$ cat src/rtl/riscv_pkg.sv
// -----------------------------------------------------------------------------
// riscv_pkg
//   Shared definitions for the instruction fetch front end.
//   - fetch_state_t    : fetch FSM state encoding (IDLE, FETCH, HOLD)
//   - NOP              : canonical RISC-V no-op (addi x0, x0, 0)
//   - DEFAULT_RESET_PC : default first fetch address after reset
//   - align_word()     : clears the two low address bits of a byte address
// -----------------------------------------------------------------------------
package riscv_pkg;

  typedef enum logic [1:0] {
    IDLE  = 2'd0,
    FETCH = 2'd1,
    HOLD  = 2'd2
  } fetch_state_t;

  localparam logic [31:0] NOP              = 32'h0000_0013;
  localparam logic [31:0] DEFAULT_RESET_PC = 32'h0000_0000;

  function automatic logic [31:0] align_word(input logic [31:0] addr);
    return {addr[31:2], 2'b00};
  endfunction

endpackage

$ cat src/rtl/fetch_unit.sv
// -----------------------------------------------------------------------------
// fetch_unit
//   Instruction fetch stage: holds the PC, requests words from instruction
//   memory, and presents one registered instruction per cycle to decode. A
//   one-entry skid buffer catches the word that arrives in the same cycle the
//   downstream stage stalls, so no fetched word is ever lost or duplicated.
//   A taken branch (select) overrides everything and redirects the PC.
//
// Ports
//   clk           in   rising-edge clock
//   rst_n         in   asynchronous active-low reset
//   select        in   branch taken, redirect to branch_target
//   branch_target in   [31:0] redirect address (low two bits are dropped)
//   stall         in   downstream cannot accept an instruction this cycle
//   imem_req      out  instruction memory request (high only in FETCH)
//   imem_addr     out  [31:0] fetch address, always the PC register
//   imem_ack      in   imem_rdata valid for imem_addr this cycle
//   imem_rdata    in   [31:0] fetched instruction word
//   instr         out  [31:0] registered instruction for decode
//   pc_out        out  [31:0] registered PC of instr
//   instr_valid   out  instr/pc_out carry a real instruction
//   flush         out  one-cycle pulse the cycle after a redirect
//   misalign_err  out  one-cycle pulse alongside flush for a misaligned target
// -----------------------------------------------------------------------------
module fetch_unit
  import riscv_pkg::*;
#(
  parameter logic [31:0] RESET_PC = DEFAULT_RESET_PC
) (
  input  logic        clk,
  input  logic        rst_n,
  input  logic        select,
  input  logic [31:0] branch_target,
  input  logic        stall,
  output logic        imem_req,
  output logic [31:0] imem_addr,
  input  logic        imem_ack,
  input  logic [31:0] imem_rdata,
  output logic [31:0] instr,
  output logic [31:0] pc_out,
  output logic        instr_valid,
  output logic        flush,
  output logic        misalign_err
);

  fetch_state_t state_q, state_d;

  logic [31:0] pc_q,          pc_d;
  logic [31:0] instr_q,       instr_d;
  logic [31:0] pc_out_q,      pc_out_d;
  logic        instr_valid_q, instr_valid_d;
  logic [31:0] buf_instr_q,   buf_instr_d;
  logic [31:0] buf_pc_q,      buf_pc_d;
  logic        flush_q,       flush_d;
  logic        misalign_q,    misalign_d;

  // Sequential PC; wraps modulo 2^32 with no overflow indication.
  logic [31:0] pc_plus4;
  assign pc_plus4 = pc_q + 32'd4;

  // ---------------------------------------------------------------------------
  // Next-state logic
  // ---------------------------------------------------------------------------
  always_comb begin
    state_d       = state_q;
    pc_d          = pc_q;
    instr_d       = instr_q;
    pc_out_d      = pc_out_q;
    instr_valid_d = instr_valid_q;
    buf_instr_d   = buf_instr_q;
    buf_pc_d      = buf_pc_q;
    // Both pulses are only ever raised by a redirect in the previous cycle.
    flush_d       = 1'b0;
    misalign_d    = 1'b0;

    if (select) begin
      // Redirect wins over stall, ack and state. Any word acked this cycle
      // belongs to the wrong path and is dropped along with the skid entry.
      state_d       = FETCH;
      pc_d          = align_word(branch_target);
      instr_d       = NOP;
      instr_valid_d = 1'b0;
      buf_instr_d   = NOP;
      buf_pc_d      = RESET_PC;
      flush_d       = 1'b1;
      misalign_d    = (branch_target[1:0] != 2'b00);
    end else begin
      unique case (state_q)
        IDLE: begin
          state_d = FETCH;
        end

        FETCH: begin
          if (imem_ack) begin
            pc_d = pc_plus4;
            if (stall) begin
              // Decode is blocked: park the word and stop requesting until
              // it has been handed over.
              buf_instr_d = imem_rdata;
              buf_pc_d    = pc_q;
              state_d     = HOLD;
            end else begin
              instr_d       = imem_rdata;
              pc_out_d      = pc_q;
              instr_valid_d = 1'b1;
            end
          end else if (!stall) begin
            // Memory has nothing yet and decode consumed the last word.
            instr_valid_d = 1'b0;
          end
        end

        HOLD: begin
          if (!stall) begin
            instr_d       = buf_instr_q;
            pc_out_d      = buf_pc_q;
            instr_valid_d = 1'b1;
            state_d       = FETCH;
          end
        end

        default: begin
          state_d = IDLE;
        end
      endcase
    end
  end

  // ---------------------------------------------------------------------------
  // State and output registers
  // ---------------------------------------------------------------------------
  always_ff @(posedge clk or negedge rst_n) begin
    if (!rst_n) begin
      state_q       <= IDLE;
      pc_q          <= RESET_PC;
      instr_q       <= NOP;
      pc_out_q      <= RESET_PC;
      instr_valid_q <= 1'b0;
      buf_instr_q   <= NOP;
      buf_pc_q      <= RESET_PC;
      flush_q       <= 1'b0;
      misalign_q    <= 1'b0;
    end else begin
      state_q       <= state_d;
      pc_q          <= pc_d;
      instr_q       <= instr_d;
      pc_out_q      <= pc_out_d;
      instr_valid_q <= instr_valid_d;
      buf_instr_q   <= buf_instr_d;
      buf_pc_q      <= buf_pc_d;
      flush_q       <= flush_d;
      misalign_q    <= misalign_d;
    end
  end

  // Request only while actively fetching; IDLE and HOLD never request.
  assign imem_req     = (state_q == FETCH);
  assign imem_addr    = pc_q;
  assign instr        = instr_q;
  assign pc_out       = pc_out_q;
  assign instr_valid  = instr_valid_q;
  assign flush        = flush_q;
  assign misalign_err = misalign_q;

endmodule
$ cat config.mk
export PLATFORM = sky130hd
export DESIGN_NAME = fetch_unit
export DESIGN_NICKNAME = d
export VERILOG_FILES = /design/src/rtl/riscv_pkg.sv /design/src/rtl/fetch_unit.sv
export SDC_FILE = /design/constraint.sdc
export NUM_CORES = 1
export LEC_CHECK = 0
export CAP_MARGIN = 10
export CORE_ASPECT_RATIO = 1.2
export CORE_MARGIN = 3
export CORE_UTILIZATION = 46
export CTS_CLUSTER_SIZE = 25
export DETAILED_ROUTE_END_ITERATION = 6
export PLACE_DENSITY = 0.77
export SKIP_CTS_REPAIR_TIMING = 1
export SLEW_MARGIN = 15
export SYNTH_ARGS = -nofsm -noshare
export SYNTH_HDL_FRONTEND = slang
export SYNTH_SLANG_ARGS = --single-unit
$ cat constraint.sdc
create_clock -name clk -period 1.9 [get_ports clk]
set_input_delay 0.38 -clock clk [delete_from_list [all_inputs] [get_ports clk]]
set_output_delay 0.38 -clock clk [all_outputs]
set_load 0.02 [all_outputs]
After elaboration in Yosys (flattened, before gate mapping). Cells that the tools add are included.

Flip-flop bits (word level): 165. Input bits: 69. Word-level logic and storage cells: 66.

Add/subtract/negate cells: 1. Eq/ne operators: 10. Multiplexer cells: 32. Bitwise operators: 1. Reductions and logical operators: 13.

Operators with widths (count): $mux W32 (18); $pmux W32 S2 (2); $add A32 B3 Y32 const B (1); $reduce_bool A2 Y1 (5); $ne A3 B3 Y1 const B (3); $mux W2 (4); $mux W1 (6); $pmux W2 S3 (1); $reduce_and A3 Y1 (2); $reduce_and A5 Y1 (1); $ne A2 B2 Y1 const B (2); $ne A4 B3 Y1 const B (1); $reduce_and A2 Y1 (2); $reduce_and A4 Y1 (1); $ne A3 B2 Y1 const B (1); $reduce_bool A3 Y1 (1); $eq A2 B1 Y1 const B (1); $eq A2 B2 Y1 const B (1); $logic_not A2 Y1 (1); $ne A2 B1 Y1 const B (1); $pmux W1 S2 (1); $not A1 Y1 (1).

Depth between registers and ports, before layout.
Word-level depth: 4. Gate-level depth with buffers: 8. Depth with buffers taken out: 5.

Least setup slack after synthesis. No wires, ideal clock.

Path kind: register to register. Start: register pc_q[2], in the netlist imem_addr[2]. End: register pc_q[22], in the netlist imem_addr[22]. Library setup time: 0.082 ns. Arrival time: 2.079 ns. Path slack: -0.261 ns. Stages on the path, launching flop included: 6. Path buffers: 0. Cell sequence: dfrtp_1 -> ha_1 -> nand4b_4 -> or4_4 -> or4_1 -> a31oi_1.

Cells in the longest elaborated chain, start to end: 4.

RTL lines: start, declared (line fetch_unit.sv:48) `logic [31:0] pc_q, pc_d;`; start signal, assigned (line fetch_unit.sv:145) `pc_q <= pc_d;`; $add A32 B3 Y32 (line fetch_unit.sv:59) `assign pc_plus4 = pc_q + 32'd4;`; $mux W32 (line fetch_unit.sv:94) `if (imem_ack) begin`; $mux W32 (line fetch_unit.sv:88) `unique case (state_q)`; $mux W32 (line fetch_unit.sv:76) `if (select) begin`.

Every way passes these cells. The select of a mux whose other input is x is not followed. A chain may end at the register's enable or synchronous reset.

Worst setup path in the final report.
Start: register pc_q[2], in the netlist imem_addr[2]. End: register pc_q[19], in the netlist imem_addr[19].

Same word-level chain as after synthesis.

==> impl_summary.log <==
[metrics] # H-tree levels: 4
[metrics] final cycle utilization of the critical path: 102%
[metrics] first-pass iteration count of the detailed router: 5
[metrics] number of antenna cells inserted: 0
[metrics] Post-Route Skew: 9.52 ps
[metrics] clock tree from TritonCTS: yes
[metrics] maximum vdd ir drop: 0.495 mV
[metrics] average cell area after synthesis: 10.4 µm²
[metrics] number of DRC markers after the initial detailed-route iteration: 522
[metrics] fin nets: 982
[metrics] dpl ws: -525 ps
[metrics] min setup slack post-route: -35.8 ps
[metrics] count of flip-flops with a built-in enable after synthesis: 0
[metrics] # DRC: 0
[metrics] cell area power density: 922 nW/µm²
[metrics] unrepaired setup endpoints after global routing: yes
[metrics] buffer levels on the longest clock path: 2
[metrics] count of filler cells inserted in the layout: 1135
[metrics] total setup violations reported at the end of the flow: 1
[metrics] total placed cells including tap cells: 1091
[metrics] switching share of power: 26.9%
[metrics] data required time of the critical path: 2240 ps
[metrics] top cell type's share of synthesized area: 52.9%
[metrics] yosys synthesis warning count: 0
[metrics] post-route cell area: 10600 µm²
[metrics] dominant register cell in the synthesized netlist: sky130_fd_sc_hd__dfrtp_1
[metrics] number of max-slew violations in the final report: 0
[metrics] type of the worst min-delay path: input pin to async pin
[metrics] max_cap viols: 0
[metrics] vias per cell: 5.56
[metrics] result of the run: finished, violations left
[metrics] Async S/R FF share, synth: 100%
[metrics] sort of element at the end of the critical path: register
[metrics] maximum number of pins on one net before global-route repair: 63
[metrics] via count: 6275
[metrics] CTS Root Cell: sky130_fd_sc_hd__clkbuf_16
[metrics] clock latency of the later-clocked register in the worst-skew pair: 430 ps
[metrics] Cell Int Power: 7.14 mW
[metrics] Placement Rows: 49
[metrics] clock-pin slew on the worst setup and hold paths: 60 ps
[metrics] cell taking the most area after synthesis: sky130_fd_sc_hd__dfrtp_1
[metrics] power share of the clock group: 37.0%
[metrics] post-detailed-placement half-perimeter wirelength: 14.0 mm
[metrics] number of hold-slack violations in the final timing report: 0
[metrics] final core area utilization: 69.1%
[metrics] port buffer count: 166
[metrics] category of the critical setup timing path: register to register
[metrics] Tot GR Track Use: 23.5%
[metrics] starting density of the core: 47.9%
[metrics] number of distinct library cells after synthesis: 51
[metrics] most area-consuming cells after synthesis: sky130_fd_sc_hd__dfrtp_1, sky130_fd_sc_hd__a22o_1, sky130_fd_sc_hd__nand2_1, sky130_fd_sc_hd__mux2_2, sky130_fd_sc_hd__mux2i_1
[metrics] combinational share of power: 21.8%
[metrics] final cell count without fillers: 1129
[metrics] antenna violation net count after detailed routing: 0
[metrics] slack of the worst reg-to-reg path: -40 ps
[metrics] final period demand of the worst path: 1940 ps
[metrics] vias in the first global route: 6417
[metrics] startpoint of the worst setup timing path: imem_addr[2]
[metrics] Die Ht: 144 µm
[metrics] violated checks: setup timing
[metrics] placeable core area: 15300 µm²
[metrics] sequential element share of the synthesized area: 55.0%
[metrics] CP Launch Type: register
[metrics] aggregate global routing overflow: 0
[metrics] width of the die: 121 µm
[metrics] Top Ports: 169
[metrics] number of buffers created by CTS: 17
[metrics] total standard cell area after synthesis: 7340 µm²
[metrics] switching pwr: 2.63 mW
[metrics] beginning of the worst register-to-register path: imem_addr[2]
[metrics] Tot Pwr: 9.77 mW
[metrics] cell count of the worst reg-to-reg path: 5
[metrics] average routed wire per standard cell: 17.9 µm
[metrics] Total Routed Length: 20.2 mm
[metrics] Critical Path AT: 2280 ps
[metrics] layout cells sized above 1: 19.4%
[metrics] initial antenna violation count: 0
[metrics] cell area after placement: 9790 µm²
[metrics] instance count of the mapped netlist: 707
[metrics] sequential share of power: 41.2%
[metrics] growth of design area from synthesis to finish: 44.4%
[metrics] #FFs+latches synth: 161
[metrics] wire length of the first global-routing pass: 32.4 mm
[metrics] full die area: 17500 µm²
[metrics] destination of the worst register-to-register timing path: imem_addr[19]
[metrics] critical path fanouts, max: 6
[metrics] total number of clock tree sinks: 161
[metrics] Routability Congestion: 0.835
[metrics] leakage power figure: 4.78 nW
[metrics] capture point of the worst path: imem_addr[19]
[metrics] timing-limited maximum frequency: 0.517 GHz
==> flip-flops by register name (all words and copies together) (netlist names) <==
name,flops
pc_out,31
buf_instr_q,32
imem_addr,30
flush,1
instr,32
state_q,2
instr_valid,1
misalign_err,1
buf_pc_q,31
==> how the worst min path moves through the flow <==
stage / end / slack (ps) / depth (start not counted)
3_3_place_gp: pc_out[12] / 290 / 1
6_report: buf_pc_q[14] / 420 / 2
4_1_cts: imem_addr[7] / -160 / 1
3_5_place_dp: buf_pc_q[14] / 300 / 1
5_1_grt: imem_addr[12] / 430 / 2
2_1_floorplan: buf_instr_q[10] / 80 / 0
==> critical path: stages (launching register included) <==
cell	delay [ps]
sky130_fd_sc_hd__dfrtp_2	410
sky130_fd_sc_hd__nand2_2	80
sky130_fd_sc_hd__or4_4	570
sky130_fd_sc_hd__buf_6	160
sky130_fd_sc_hd__or4_4	470
sky130_fd_sc_hd__a31oi_1	170
==> metal layers <==
| layer | global-route usage, % | part of all wire (%) | routed length [µm] |
|---|---|---|---|
| met1 | 29.2 | 40 | 8080 |
| met2 | 39.9 | 50 | 10100 |
| met3 | 5.83 | 7.5 | 1510 |
| met4 | 8.55 | 2.3 | 459 |
| met5 | 0 | 0 | 0 |
==> synthesized netlist by cell type, drive strengths merged (7+ instances only) <==
| master | n |
|---|---|
| a21oi | 39 |
| a22o | 54 |
| a31oi | 16 |
| buf | 14 |
| clkbuf | 44 |
| dfrtp | 155 |
| mux2 | 29 |
| mux2i | 29 |
| nand2 | 121 |
| nand3 | 14 |
| nand4 | 12 |
| nor2 | 27 |
| nor4 | 8 |
| o21ai | 56 |
| o31ai | 7 |
| or4 | 12 |
| xnor2 | 9 |
==> final cells by class <==
class                      count  area, µm²  share of cell area, %
tap                          204        255                   2.41
clock buffer                  27        493                   4.65
multi-input combinational    482       3130                   29.5
clock inverter                 5        128                   1.20
inverter                       7       26.3                  0.248
timing repair buffer         243       2500                   23.6
sequential                   161       4060                   38.3
==> cell families after synthesis <==
kind of cell             synth area share, %
flip-flops                              55.0
buffers and inverters                   3.68
adder cells (fa/ha/maj)                0.171
multiplexers                            8.41
AND/OR/NAND/NOR                         14.6
AO/OA/AOI/OAI                           16.7
other                                 0.0511
XOR/XNOR                                1.31
==> cells in the final DEF (no fill, tap or decap), drive strengths merged, types with 3 or more instances in the layout <==
| cell | synthesis | final |
|---|---|---|
| dfrtp | 155 | 155 |
| clkdlybuf4s50 | 0 | 130 |
| nand2 | 121 | 121 |
| buf | 14 | 78 |
| o21ai | 56 | 56 |
| a22o | 54 | 54 |
| a21oi | 39 | 39 |
| dlymetal6s2s | 0 | 34 |
| mux2 | 29 | 29 |
| mux2i | 29 | 29 |
| nor2 | 27 | 27 |
| clkbuf | 44 | 27 |
| a31oi | 16 | 16 |
| nand3 | 14 | 14 |
| nand4 | 12 | 12 |
| or4 | 12 | 12 |
| xnor2 | 9 | 9 |
| nor4 | 8 | 8 |
| o31ai | 7 | 7 |
| nor3 | 6 | 6 |
| inv | 6 | 6 |
| dfstp | 6 | 6 |
| nor2b | 5 | 5 |
| or3 | 4 | 4 |
| bufinv | 0 | 4 |
| nand2b | 3 | 3 |
| o22a | 3 | 3 |
| and4 | 3 | 3 |
==> power by group through the flow <==
stage          clock network (mW)  registers (mW)  logic (mW)
2_1_floorplan                   0            4.43       0.609
3_3_place_gp                    0            4.07        2.09
3_5_place_dp                    0            4.08        2.14
4_1_cts                      3.69            4.02        2.15
5_1_grt                      3.85            4.07        2.30
6_report                     3.61            4.02        2.13
==> stage by stage <==
step                hold slack [ps]  setup TNS, ps
floorplan                      84.4          -53.5
global placement                294         -30700
detailed placement              301         -37120
CTS                            -157          -2160
global route                    428           -297
finish                          423          -35.8
No activity file was read; power rests on OpenSTA's default activity.
